===== src/rtl/uart_tx_sched_if.sv =====
// uart_tx_sched_if: handshake bundle between the result paths (ALU, register
// file), the UART TX datapath and the uart_tx_sched scheduler.
// master: environment side (requesters and transmitter).
// slave : scheduler side.
interface uart_tx_sched_if #(
    parameter int unsigned DATA_W = 8,
    parameter int unsigned ALU_W  = 16
);
    logic              alu_req;
    logic [ALU_W-1:0]  alu_data;
    logic              alu_ack;
    logic              rf_req;
    logic [DATA_W-1:0] rf_data;
    logic              rf_ack;
    logic              tx_busy;
    logic [DATA_W-1:0] tx_data;
    logic              tx_valid;
    logic              sched_busy;
    logic              tx_err;

    modport master (
        output alu_req, alu_data, rf_req, rf_data, tx_busy,
        input  alu_ack, rf_ack, tx_data, tx_valid, sched_busy, tx_err
    );

    modport slave (
        input  alu_req, alu_data, rf_req, rf_data, tx_busy,
        output alu_ack, rf_ack, tx_data, tx_valid, sched_busy, tx_err
    );
endinterface


===== src/rtl/uart_tx_sched.sv =====
// uart_tx_sched: round-robin scheduler sharing one UART transmitter between
// the ALU (ALU_W-bit words, sent low byte first) and the register file
// (DATA_W-bit values). One byte is issued per one-cycle tx_valid, paced by
// the rise and fall of tx_busy.
// Optional feature macro: UART_SCHED_WDOG_EN -- aborts a job when tx_busy
// fails to rise within RETRY_CYC cycles of tx_valid (pulses tx_err).
module uart_tx_sched #(
    parameter int unsigned DATA_W    = 8,
    parameter int unsigned ALU_W     = 16,
    parameter int unsigned RETRY_CYC = 4
) (
    input logic            clk,
    input logic            rest,
    uart_tx_sched_if.slave bus
);

    typedef enum logic [1:0] {IDLE, SEND, WAIT_HI, WAIT_LO} state_t;
    typedef enum logic {GRANT_RF, GRANT_ALU} grant_t;

    if (ALU_W != 2 * DATA_W || RETRY_CYC < 2) begin : g_cfg_check
        $error("uart_tx_sched: ALU_W must be 2*DATA_W and RETRY_CYC >= 2");
    end

    state_t            state_q, state_d;
    grant_t            last_q, last_d;
    logic [ALU_W-1:0]  shreg_q, shreg_d;
    logic [1:0]        cnt_q, cnt_d;
    logic              alu_ack_q, alu_ack_d;
    logic              rf_ack_q, rf_ack_d;
    logic              tx_valid_q, tx_valid_d;
    logic [DATA_W-1:0] tx_data_q, tx_data_d;
    logic              sched_busy_q, sched_busy_d;
    logic              tx_err_q, tx_err_d;
    logic              take_alu;

`ifdef UART_SCHED_WDOG_EN
    localparam int unsigned WD_W = $clog2(RETRY_CYC) + 1;
    logic [WD_W-1:0] wd_q, wd_d;
`endif

    // Next-state, datapath and registered-output decode
    always_comb begin
        state_d    = state_q;
        last_d     = last_q;
        shreg_d    = shreg_q;
        cnt_d      = cnt_q;
        alu_ack_d  = 1'b0;
        rf_ack_d   = 1'b0;
        tx_valid_d = 1'b0;
        tx_data_d  = tx_data_q;
        tx_err_d   = 1'b0;
        take_alu   = 1'b0;
`ifdef UART_SCHED_WDOG_EN
        wd_d       = wd_q;
`endif
        case (state_q)
            IDLE: begin
                if (!bus.tx_busy && (bus.alu_req || bus.rf_req)) begin
                    // on a collision the requester not served last wins
                    if (bus.alu_req && bus.rf_req)
                        take_alu = (last_q == GRANT_RF);
                    else
                        take_alu = bus.alu_req;
                    if (take_alu) begin
                        shreg_d   = bus.alu_data;
                        cnt_d     = 2'd2;
                        alu_ack_d = 1'b1;
                        last_d    = GRANT_ALU;
                    end else begin
                        shreg_d   = {{(ALU_W-DATA_W){1'b0}}, bus.rf_data};
                        cnt_d     = 2'd1;
                        rf_ack_d  = 1'b1;
                        last_d    = GRANT_RF;
                    end
                    tx_valid_d = 1'b1;
                    tx_data_d  = shreg_d[DATA_W-1:0];
                    state_d    = SEND;
                end
            end
            SEND: begin
                state_d = WAIT_HI;
`ifdef UART_SCHED_WDOG_EN
                wd_d    = '0;
`endif
            end
            WAIT_HI: begin
                if (bus.tx_busy) begin
                    state_d = WAIT_LO;
                end
`ifdef UART_SCHED_WDOG_EN
                // tx_valid was one cycle before entry, so the limit is hit
                // on the (RETRY_CYC-1)th evaluation here
                else if (wd_q == WD_W'(RETRY_CYC - 2)) begin
                    tx_err_d = 1'b1;
                    cnt_d    = '0;
                    state_d  = IDLE;
                end else begin
                    wd_d = wd_q + 1'b1;
                end
`endif
            end
            WAIT_LO: begin
                if (!bus.tx_busy) begin
                    shreg_d = shreg_q >> DATA_W;
                    cnt_d   = cnt_q - 2'd1;
                    if (cnt_d != 2'd0) begin
                        tx_valid_d = 1'b1;
                        tx_data_d  = shreg_d[DATA_W-1:0];
                        state_d    = SEND;
                    end else begin
                        state_d = IDLE;
                    end
                end
            end
            default: state_d = IDLE;
        endcase
        sched_busy_d = (state_d != IDLE);
    end

    // State, datapath and output registers with synchronous reset
    always_ff @(posedge clk) begin
        if (rest) begin
            state_q      <= IDLE;
            last_q       <= GRANT_RF;
            shreg_q      <= '0;
            cnt_q        <= '0;
            alu_ack_q    <= 1'b0;
            rf_ack_q     <= 1'b0;
            tx_valid_q   <= 1'b0;
            tx_data_q    <= '0;
            sched_busy_q <= 1'b0;
            tx_err_q     <= 1'b0;
        end else begin
            state_q      <= state_d;
            last_q       <= last_d;
            shreg_q      <= shreg_d;
            cnt_q        <= cnt_d;
            alu_ack_q    <= alu_ack_d;
            rf_ack_q     <= rf_ack_d;
            tx_valid_q   <= tx_valid_d;
            tx_data_q    <= tx_data_d;
            sched_busy_q <= sched_busy_d;
            tx_err_q     <= tx_err_d;
        end
    end

`ifdef UART_SCHED_WDOG_EN
    // Watchdog cycle counter for WAIT_HI
    always_ff @(posedge clk) begin
        if (rest) wd_q <= '0;
        else      wd_q <= wd_d;
    end
`endif

    assign bus.alu_ack    = alu_ack_q;
    assign bus.rf_ack     = rf_ack_q;
    assign bus.tx_valid   = tx_valid_q;
    assign bus.tx_data    = tx_data_q;
    assign bus.sched_busy = sched_busy_q;
    assign bus.tx_err     = tx_err_q;

endmodule


===== src/flat_wrapper.sv =====
// flat-port wrapper written by rule: the top's interface ports become plain ports
module uart_tx_sched_flat 
#(
    parameter int unsigned DATA_W    = 8,
    parameter int unsigned ALU_W     = 16,
    parameter int unsigned RETRY_CYC = 4
)
  (clk, rest, bus_alu_req, bus_alu_data, bus_rf_req, bus_rf_data, bus_tx_busy, bus_alu_ack, bus_rf_ack, bus_tx_data, bus_tx_valid, bus_sched_busy, bus_tx_err);
  uart_tx_sched_if #(.DATA_W(DATA_W), .ALU_W(ALU_W)) bus_i ();
  input logic clk;
  input logic rest;
  input wire logic [$bits(bus_i.alu_req)-1:0] bus_alu_req;
  input wire logic [$bits(bus_i.alu_data)-1:0] bus_alu_data;
  input wire logic [$bits(bus_i.rf_req)-1:0] bus_rf_req;
  input wire logic [$bits(bus_i.rf_data)-1:0] bus_rf_data;
  input wire logic [$bits(bus_i.tx_busy)-1:0] bus_tx_busy;
  output wire logic [$bits(bus_i.alu_ack)-1:0] bus_alu_ack;
  output wire logic [$bits(bus_i.rf_ack)-1:0] bus_rf_ack;
  output wire logic [$bits(bus_i.tx_data)-1:0] bus_tx_data;
  output wire logic [$bits(bus_i.tx_valid)-1:0] bus_tx_valid;
  output wire logic [$bits(bus_i.sched_busy)-1:0] bus_sched_busy;
  output wire logic [$bits(bus_i.tx_err)-1:0] bus_tx_err;
  assign bus_i.alu_req = bus_alu_req;
  assign bus_i.alu_data = bus_alu_data;
  assign bus_i.rf_req = bus_rf_req;
  assign bus_i.rf_data = bus_rf_data;
  assign bus_i.tx_busy = bus_tx_busy;
  assign bus_alu_ack = bus_i.alu_ack;
  assign bus_rf_ack = bus_i.rf_ack;
  assign bus_tx_data = bus_i.tx_data;
  assign bus_tx_valid = bus_i.tx_valid;
  assign bus_sched_busy = bus_i.sched_busy;
  assign bus_tx_err = bus_i.tx_err;
  uart_tx_sched #(.DATA_W(DATA_W), .ALU_W(ALU_W), .RETRY_CYC(RETRY_CYC)) u_core (.clk(clk), .rest(rest), .bus(bus_i));
endmodule

===== config.mk =====
export PLATFORM = sky130hd
export DESIGN_NAME = uart_tx_sched_flat
export DESIGN_NICKNAME = d
export VERILOG_FILES = /design/src/rtl/uart_tx_sched_if.sv /design/src/rtl/uart_tx_sched.sv /design/src/flat_wrapper.sv
export SDC_FILE = /design/constraint.sdc
export NUM_CORES = 1
export LEC_CHECK = 0
export BUFFER_PORTS_ARGS = -buffer_cell sky130_fd_sc_hd__buf_2
export CORE_UTILIZATION = 44
export DETAILED_ROUTE_END_ITERATION = 6
export GPL_TIMING_DRIVEN = 0
export PLACE_DENSITY_LB_ADDON = 0.1
export SLEW_MARGIN = 10
export SYNTH_ARGS = -nofsm -noshare
export SYNTH_HDL_FRONTEND = slang
export SYNTH_SLANG_ARGS = --single-unit

===== constraint.sdc =====
create_clock -name clk -period 1.65 [get_ports clk]
set_input_delay 0.0825 -clock clk [delete_from_list [all_inputs] [get_ports clk]]
set_output_delay 0.0825 -clock clk [all_outputs]
set_load 0.05 [all_outputs]

### Yosys cells after proc, flatten, opt, wreduce, memory -nomap -nowiden

Cells that the tools add are included.
Widths: inputs -> output; s select.

| cells by class | value |
|---|---|
| add/subtract/negate cells | 1 |
| $mul | 0 |
| divide/modulo/power cells | 0 |
| magnitude comparators | 0 |
| equality and inequality tests | 6 |
| shift operators | 0 |
| multiplexer cells | 26 |
| bitwise logic cells | 3 |
| reduce and logical (&&, ||, !) cells | 12 |

Operator list:

| cell | count |
|---|---|
| $mux 16 | 3 |
| $pmux 16 s2 | 1 |
| $mux 8 | 3 |
| $pmux 8 s2 | 1 |
| $mux 2 | 6 |
| $mux 1 | 9 |
| $pmux 2 s4 | 1 |
| $reduce_bool 2->1 | 3 |
| $eq 2x2->1 const B | 2 |
| $ne 2x1->1 const B | 2 |
| $pmux 2 s2 | 1 |
| $reduce_and 4->1 | 1 |
| $not 1->1 | 3 |
| $reduce_and 3->1 | 1 |
| $reduce_or 3->1 | 1 |
| $eq 2x1->1 const B | 1 |
| $logic_and 1x1->1 | 2 |
| $logic_not 2->1 | 1 |
| $ne 2x2->1 const B | 1 |
| $pmux 1 s2 | 1 |
| $reduce_and 2->1 | 1 |
| $sub 2x1->2 const B | 1 |
| $logic_not 1->1 | 1 |
| $logic_or 1x1->1 | 1 |

| storage, ports and cells | value |
|---|---|
| flip-flop bits (word level) | 33 |
| bits in latches | 0 |
| RAM bits | 0 |
| memory bits (read-only) | 0 |
| input port bits | 29 |
| output and inout port bits | 13 |
| word-level logic and storage cells | 57 |
| memories | 0 |

### Longest topological paths before layout

Gate-level depths: netlist of the first run.

| depth | value |
|---|---|
| depth after elaboration | 7 |
| gate-level depth with buffers | 7 |
| gate-level depth less buffers | 6 |

### Worst setup path before layout of the first run

No wires, ideal clock.

| path | value |
|---|---|
| path type | reg-to-reg |
| start | reg u_core.state_q[0] |
| end | reg u_core.tx_data_q[3], in the netlist u_core.bus.tx_data[3] |
| arrival time | 1.510 ns |
| required time | 1.588 ns |
| setup slack | 0.077 ns |
| cell stages (with the launch flop) | 6 |
| path buffers | 0 |
| period minus slack after synthesis | 1.573 ns |
| path through | dfxtp_1 > inv_1 > ha_1 > o21ai_0 > nor3b_2 > a32o_1 |

| between the ends | value |
|---|---|
| cells in the longest elaborated chain, start to end | 3 |
| elaborated cells between the ends (all ways) | 8 |
| classes of those cells | eq/ne (4); mux (1); reduce/logical (3) |

RTL lines:

| item | line | RTL |
|---|---|---|
| start, declared | uart_tx_sched.sv:24 | `state_t state_q, state_d;` |
| start signal, assigned | uart_tx_sched.sv:134 | `state_q <= state_d;` |
| $eq 2x2->1 or $logic_not 2->1 (tied branches) | uart_tx_sched.sv:56 | `case (state_q)` |
| $ne 2x1->1 (no source line) (tied with other cells) | -- |  |
| $reduce_and 4->1 (no source line) | -- |  |
| end signal, assigned | uart_tx_sched.sv:141 | `tx_data_q <= tx_data_d;` |
| end, declared | uart_tx_sched.sv:31 | `logic [DATA_W-1:0] tx_data_q, tx_data_d;` |

Several ways; a longest one is shown, not always the timed one.
A chain may end at the register's enable or synchronous reset.

### Worst setup path after layout of the first run

| path | value |
|---|---|
| start | reg u_core.state_q[0] |
| end | reg u_core.cnt_q[0] |

| between the ends | value |
|---|---|
| cells in the longest elaborated chain, start to end | 3 |
| elaborated cells between the ends (all ways) | 7 |
| classes of those cells | eq/ne (3); mux (1); reduce/logical (3) |

RTL lines:

| item | line | RTL |
|---|---|---|
| $eq 2x2->1 or $logic_not 2->1 (tied branches) | uart_tx_sched.sv:56 |  |
| $ne 2x2->1 (no source line) (tied with other cells) | -- |  |
| $reduce_and 3->1 (no source line) | -- |  |
| end signal, assigned | uart_tx_sched.sv:137 | `cnt_q <= cnt_d;` |
| end, declared | uart_tx_sched.sv:27 | `logic [1:0] cnt_q, cnt_d;` |

Several ways; a longest one is shown, not always the timed one.

==> results by group, run 1 <==
Outcome
  – Outcome: completed

Synthesis
  – Netlist cell types: 32
  – Number of synthesized flops with an enable pin: 0
  – Ys flop type: dfxtp_1
  – Post-Syn Nets: between 150 and 200
  – Seq/Total Area, Yosys: between 30% and 40%
  – Post-Syn Area: approximately 1300 um2
  – Share of the synthesized area in the top cell type: between 30 and 40%
  – Ys async rst share: 0%
  – Leading area contributor after synthesis: dfxtp_1
  – Syn avg cell area: about 8 um2
  – #FFs+latches synth: 25
  – Post-Synthesis Cells: 160
  – Synth warn: 0
  – Synth top area cells: dfxtp_1 39%, nor3_1 7.4%, a32o_1 6.2%, ha_1 5.9%, a21oi_1 5.1%

STA
  – Fin crit period: around 1.6 ns
  – F_max: between 0.6 and 0.7 GHz
  – Final Cycle Share: around 97%
  – # setup viols final: 0
  – Fin. max-slew vios: 0
  – Fin. Hold Viols: 0
  – RSZ-0062 raised after global routing: true
  – Rel. slew slack: between 60% and 70%
  – Worst-Margin Slew: between 0.5 and 0.6 ns
  – Fin Clk Skew: 0.001309 ns

Layout
  – Antenna Diode Count: 0
  – Commonest non-fill, non-tap cell in the layout: buf_2
  – Synth-to-layout area growth: 34.83%
  – Share of post-route cells with drive strength above 1: around a third
  – Layout Nets: about 250
  – Final Instance Area: approximately 1700 um2
  – Final std cells w/o fill: about 240
  – Filler cell count: between 200 and 300
  – Most frequent cells in the layout: 43 x buf_2, 23 x dfxtp_1, 15 x nor3_1

Floorplanning
  – Die H: between 50 and 60 um
  – Top Ports: 42
  – Initial Utilization: 46.51%
  – Die Span X: between 50 and 60 um
  – Cell Rows: 19
  – Die area: 3135 um2
  – Core area: approximately 2800 um2

Clocking
  – CTS Buffer Depth: 2
  – CTS Root Cell: clkbuf_4
  – Worst skew pair latency: 0.32 ns
  – TritonCTS clock tree: built
  – Total clock sinks: 25
  – Clk pin slew, worst setup/hold paths: 0.14 ns
  – CTS Buf Count: 3
  – H-tree levels: 1

GRT
  – Initial antenna violation count: 0
  – Aggregate global-route resource usage: roughly 21%
  – Gr ovfl total: 0
  – First-pass GRT wire length: between 5 and 6 mm
  – Largest net degree at the start of global routing: 16
  – Vias in the first global route: approximately 1,200

Routing
  – Routed vias/inst: between 5 and 6
  – DRC violations left: 0
  – Number of routed nets with antenna violations: 0
  – Initial drt markers: 70
  – Routed wire length: a little over 3 mm
  – Drt first pass iters: 4
  – Post-DR wirelength/cell: around 13 um
  – Vias: between 1,000 and 1,500

Pwr
  – LEAKAGE: 0.6880 nW
  – VDD IR-drop max: around 1.2 mV
  – P per Cell Area: around 1200 nW/um2
  – Design Power: between 2 and 2.5 mW

Setup path
  – Crit path depth: 5
  – Startpoint types: register
  – Max FO, Critical Path: 6
  – Crit path buf inv count: 0
  – Worst Reg-to-Reg Cells: 5
  – Crit-path cells: ha_4 -> a21bo_2 -> o22a_1 -> or3_1 -> a21oi_1
  – Critical path data required time: 1.91 ns
  – Critical path class: reg -> reg
  – Endpoint class of the critical path: register
  – Crit-path max cell delay: around 0.43 ns
  – Slowest CP cell: dfxtp_4
  – Data arrival time of the worst path: between 1.5 and 2 ns
  – CP top delay family: compound AO/OA/AOI/OAI gates

Place
  – Detailed placement HPWL: between 2 and 2.5 mm
  – Final GP Congestion: 0.8229
  – IO Port Bufs: 39
  – Placed cells: 230
  – Placed Area: about 1500 um2

Min path
  – Hold Crit Depth: 3
  – Worst Hold Class: in -> reg

Run
  – Maxcap violations: 0
## final timing paths
path                                                      from  slack (ns)                         endpoint
worst min register to register  u_core.shreg_q[9]$_SDFFE_PP0P_        0.46   u_core.shreg_q[9]$_SDFFE_PP0P_
worst max register to register    u_core.state_q[0]$_SDFF_PP0_        0.05     u_core.cnt_q[0]$_SDFFE_PP0P_
worst max-delay path              u_core.state_q[0]$_SDFF_PP0_        0.05     u_core.cnt_q[0]$_SDFFE_PP0P_
worst min-delay path                          bus_alu_data[10]        0.02  u_core.shreg_q[10]$_SDFFE_PP0P_
## power breakdown
group          internal [mW]  leakage (nW)  switching, mW
Sequential             0.721         0.205         0.0873
Combinational          0.378         0.469          0.652
Clock                 0.0926        0.0139          0.188
## stage by stage
step	setup slack [ns]	TNS, ns	hold WS (ns)	utilization (%)
3_5_place_dp	-0.2406	-2.125	0.3489	54.99
3_3_place_gp	-0.2206	-1.757	0.3398	54.99
5_1_grt	-0.01599	-0.01599	0.01614	62.70
2_1_floorplan	0.07747	0	0.1962	-
6_report	0.04723	0	0.01666	62.70
4_1_cts	0.01100	0	0.003870	59.89
## sequential cells by signal, summed over array words and instances, names as in the netlist
signal,cells
u_core.bus.tx_valid,1
u_core.last_q,1
u_core.state_q,2
u_core.bus.rf_ack,1
u_core.bus.tx_data,8
u_core.cnt_q,2
u_core.bus.alu_ack,1
u_core.bus.sched_busy,1
u_core.shreg_q,8
## layout make-up
type                       count  area (um2)  area share [%]
buffer                        10       50.05           2.894
clock buffer                   3       22.52           1.302
clock inverter                 1       7.507          0.4342
inverter                      13       48.80           2.822
multi-input combinational    112       783.3           45.30
sequential                    25       505.5           29.23
tap                           31       38.79           2.243
timing repair buffer          47       272.8           15.77
## synthesized netlist by cell type (2+ instances only)
| cell | number |
|---|---|
| dfxtp_1 | 25 |
| nor3_1 | 19 |
| nor2_1 | 14 |
| a21oi_1 | 13 |
| inv_1 | 13 |
| o21ai_0 | 11 |
| nand2_1 | 10 |
| a32o_1 | 8 |
| nand3_1 | 8 |
| ha_1 | 6 |
| buf_2 | 5 |
| clkbuf_1 | 4 |
| a211oi_1 | 3 |
| a2111oi_0 | 2 |
| nand2b_1 | 2 |
## worst min-delay path, stage by stage
cell	delay (ns)
buf_2	0.10
nand3_1	0.06
a21oi_1	0.06
## kinds of logic after synthesis
logic type      after synthesis  synth area share [%]
buf+inv                      23                 7.512
compound gates               48                 26.34
flops                        25                 39.02
fa+ha+maj                     6                 5.854
simple gates                 57                 20.98
other cells                   1                0.2924
## timing repair
item / 4_1_cts / 5_1_grt
endpoints found under the setup margin: 18 / 18
hold buffers: 7 / 0
gates resized for setup: 7 / 20
gates cloned: 0 / 0
setup buffers: 1 / 0
hold endpoints to repair: 7 / 0
pin swaps: 0 / 1
## routing by layer
| layer | GRT usage, % | part of all wire, % | vias to the layer above |
|---|---|---|---|
| met5 | 0 | 0 | - |
| met4 | 6.620 | 0.55 | 0 |
| met3 | 2.558 | 5.1 | 2 |
| met2 | 34.86 | 46 | 40 |
| met1 | 27.38 | 48 | 584 |
| li1 | - | - | 671 |
No activity file was read; power rests on OpenSTA's default activity.
==> inputs of run 2 (changes only) <==
--- a/config.mk
+++ b/config.mk
@@ -6,6 +6,7 @@
 export NUM_CORES = 1
 export LEC_CHECK = 0
 export BUFFER_PORTS_ARGS = -buffer_cell sky130_fd_sc_hd__buf_2
+export CORE_ASPECT_RATIO = 0.7
 export CORE_UTILIZATION = 44
 export DETAILED_ROUTE_END_ITERATION = 6
 export GPL_TIMING_DRIVEN = 0
==> run 2 against run 1 <==
Sequential share of layout area up 1.7 points. Die area up 0.11%. Non-clock buffer count down 7. Count of clock-buffer cells in the layout up 1. Total power up 1.5%. Final cell count down 1.7%. Register-to-register slack better by 0.03 ns. Final area down 5.1%. Sequential cell count unchanged. Routed wire length up 3.9%. Via count down 2.0%.
==> results by group, run 2 (synthesis gave the netlist of run 1 again) <==
Routing
  – Drt first pass iters: 4
  – Post-DR wirelength/cell: ~14 um
  – DRC violations left: 0
  – Vias: 1,271
  – Routed vias/inst: about 5.3
  – Routed wire length: roughly 3.2 mm
  – Initial drt markers: 66
  – Number of routed nets with antenna violations: 0

Floorplanning
  – Core area: approximately 2600 um2
  – Initial Utilization: between 40% and 50%
  – Die H: 47.17 um
  – Die area: around 3100 um2
  – Die Span X: approximately 67 um
  – Top Ports: 42
  – Cell Rows: 15

STA
  – F_max: ~0.64 GHz
  – Rel. slew slack: around 58%
  – Final WS setup: 0.07718 ns
  – Fin Clk Skew: 0.005006 ns
  – Post-route setup TNS: 0 ns
  – # setup viols final: 0
  – Fin crit period: 1.573 ns
  – Worst-Margin Slew: 0.6240 ns
  – WHS: between 0.06 and 0.07 ns
  – Fin. Hold Viols: 0
  – Final Cycle Share: 95.32%
  – Fin. max-slew vios: 0

GRT
  – First-pass GRT wire length: 4.905 mm
  – Vias in the first global route: between 1,000 and 1,500
  – Largest net degree at the start of global routing: 14
  – Gr ovfl total: 0
  – Aggregate global-route resource usage: between 20% and 30%
  – Initial antenna violation count: 0

Place
  – Placed cells: 233
  – Final GP Congestion: 0.8140
  – Detailed placement HPWL: ~2.4 mm
  – IO Port Bufs: 39
  – Setup WS pre-CTS: -0.2501 ns

Clocking
  – CTS Buffer Depth: 2
  – Clk pin slew, worst setup/hold paths: 0.08 ns
  – H-tree levels: 1
  – CTS Buf Count: 3
  – TritonCTS clock tree: built
  – Total clock sinks: 25
  – CTS Root Cell: clkbuf_8
  – Worst skew pair latency: between 0.2 and 0.3 ns

Pwr
  – LEAKAGE: approximately 0.66 nW
  – P per Cell Area: 1311 nW/um2
  – VDD IR-drop max: 0.6219 mV

Setup path
  – Critical path data required time: 1.85 ns
  – Critical path class: reg -> reg
  – Crit-path max cell delay: roughly 0.38 ns
  – Max FO, Critical Path: 7
  – Slowest CP cell: dfxtp_4
  – Endpoint class of the critical path: register
  – Data arrival time of the worst path: ~1.8 ns
  – Crit-path cells: inv_2 -> ha_4 -> nand2b_1 -> o22a_1 -> or3_1 -> a21oi_1
  – Startpoint types: register

Layout
  – Antenna Diode Count: 0
  – Share of post-route cells with drive strength above 1: between 30% and 40%
  – Multi-input gate area: about 740 um2
  – Most frequent cells in the layout: 43 x buf_2, 23 x dfxtp_1, 19 x nor3_1
  – Filler cell count: approximately 260
  – Register area: just over 500 um2
  – Layout Nets: 240
  – Commonest non-fill, non-tap cell in the layout: buf_2
  – Synth-to-layout area growth: 27.90%
  – Final std cells w/o fill: 238

Outcome
  – Outcome: completed

Run
  – Maxcap violations: 0

Min path
  – Worst Hold Class: in -> reg
==> run 2: what timing repair did <==
item	in CTS	in global routing
gates resized for setup	6	15
buffers inserted	1	0
endpoints found under the setup margin	18	17
pin swaps	0	1
hold buffers	0	0
hold endpoints to repair	0	0
==> run 2: report_power, final <==
part	switching, mW	internal [mW]	total (mW)
clock network	0.183	0.173	0.355
logic	0.640	0.353	0.993
registers	0.0786	0.724	0.802
total	0.901	1.25	2.15
==> run 2: layer usage <==
metal,share of wire [%],vias to the layer above,wire length (um),track usage (%)
li1,-,655,-,-
met1,48,566,1546,27.92
met2,45,48,1436,37.55
met3,7.0,2,225,4.369
met4,0.37,0,12,2.553
met5,0,-,0,0
==> run 2: cell type report <==
cell class	instances	area share [%]
Buffer	10	3.051
Timing Repair Buffer	40	12.36
Multi-Input combinational cell	112	45.31
Tap cell	34	2.593
Clock buffer	4	2.746
Sequential cell	25	30.97
Inverter	13	2.975
==> run 2: per-stage QoR <==
step | utilization [%] | area [um2] | total power [mW]
after floorplan | - | 1282 | 1.459
after global placement | 58.27 | 1520 | 1.651
after detailed placement | 58.27 | 1520 | 1.678
after CTS | 61.30 | 1599 | 2.081
after global routing | 62.88 | 1640 | 2.291
final | 62.88 | 1640 | 2.150
==> run 2: final timing paths <==
kind                                                       from                         endpoint  slack [ns]  cells after the start
worst max register to register     u_core.state_q[0]$_SDFF_PP0_     u_core.cnt_q[0]$_SDFFE_PP0P_        0.08                      6
worst max-delay path               u_core.state_q[0]$_SDFF_PP0_     u_core.cnt_q[0]$_SDFFE_PP0P_        0.08                      6
worst min-delay path                           bus_alu_data[15]  u_core.shreg_q[15]$_SDFFE_PP0P_        0.07                      3
worst min register to register  u_core.shreg_q[13]$_SDFFE_PP0P_  u_core.shreg_q[13]$_SDFFE_PP0P_        0.46                      2
==> run 2: critical path, delay by kind of cell (launching register included) <==
family / cells / cell delay [ns]
DFF: 1 / 0.38
buffers and inverters: 1 / 0.11
AOI/OAI and AO/OA: 2 / 0.37
and+or+nand+nor: 2 / 0.47
adders and majority gates: 1 / 0.18
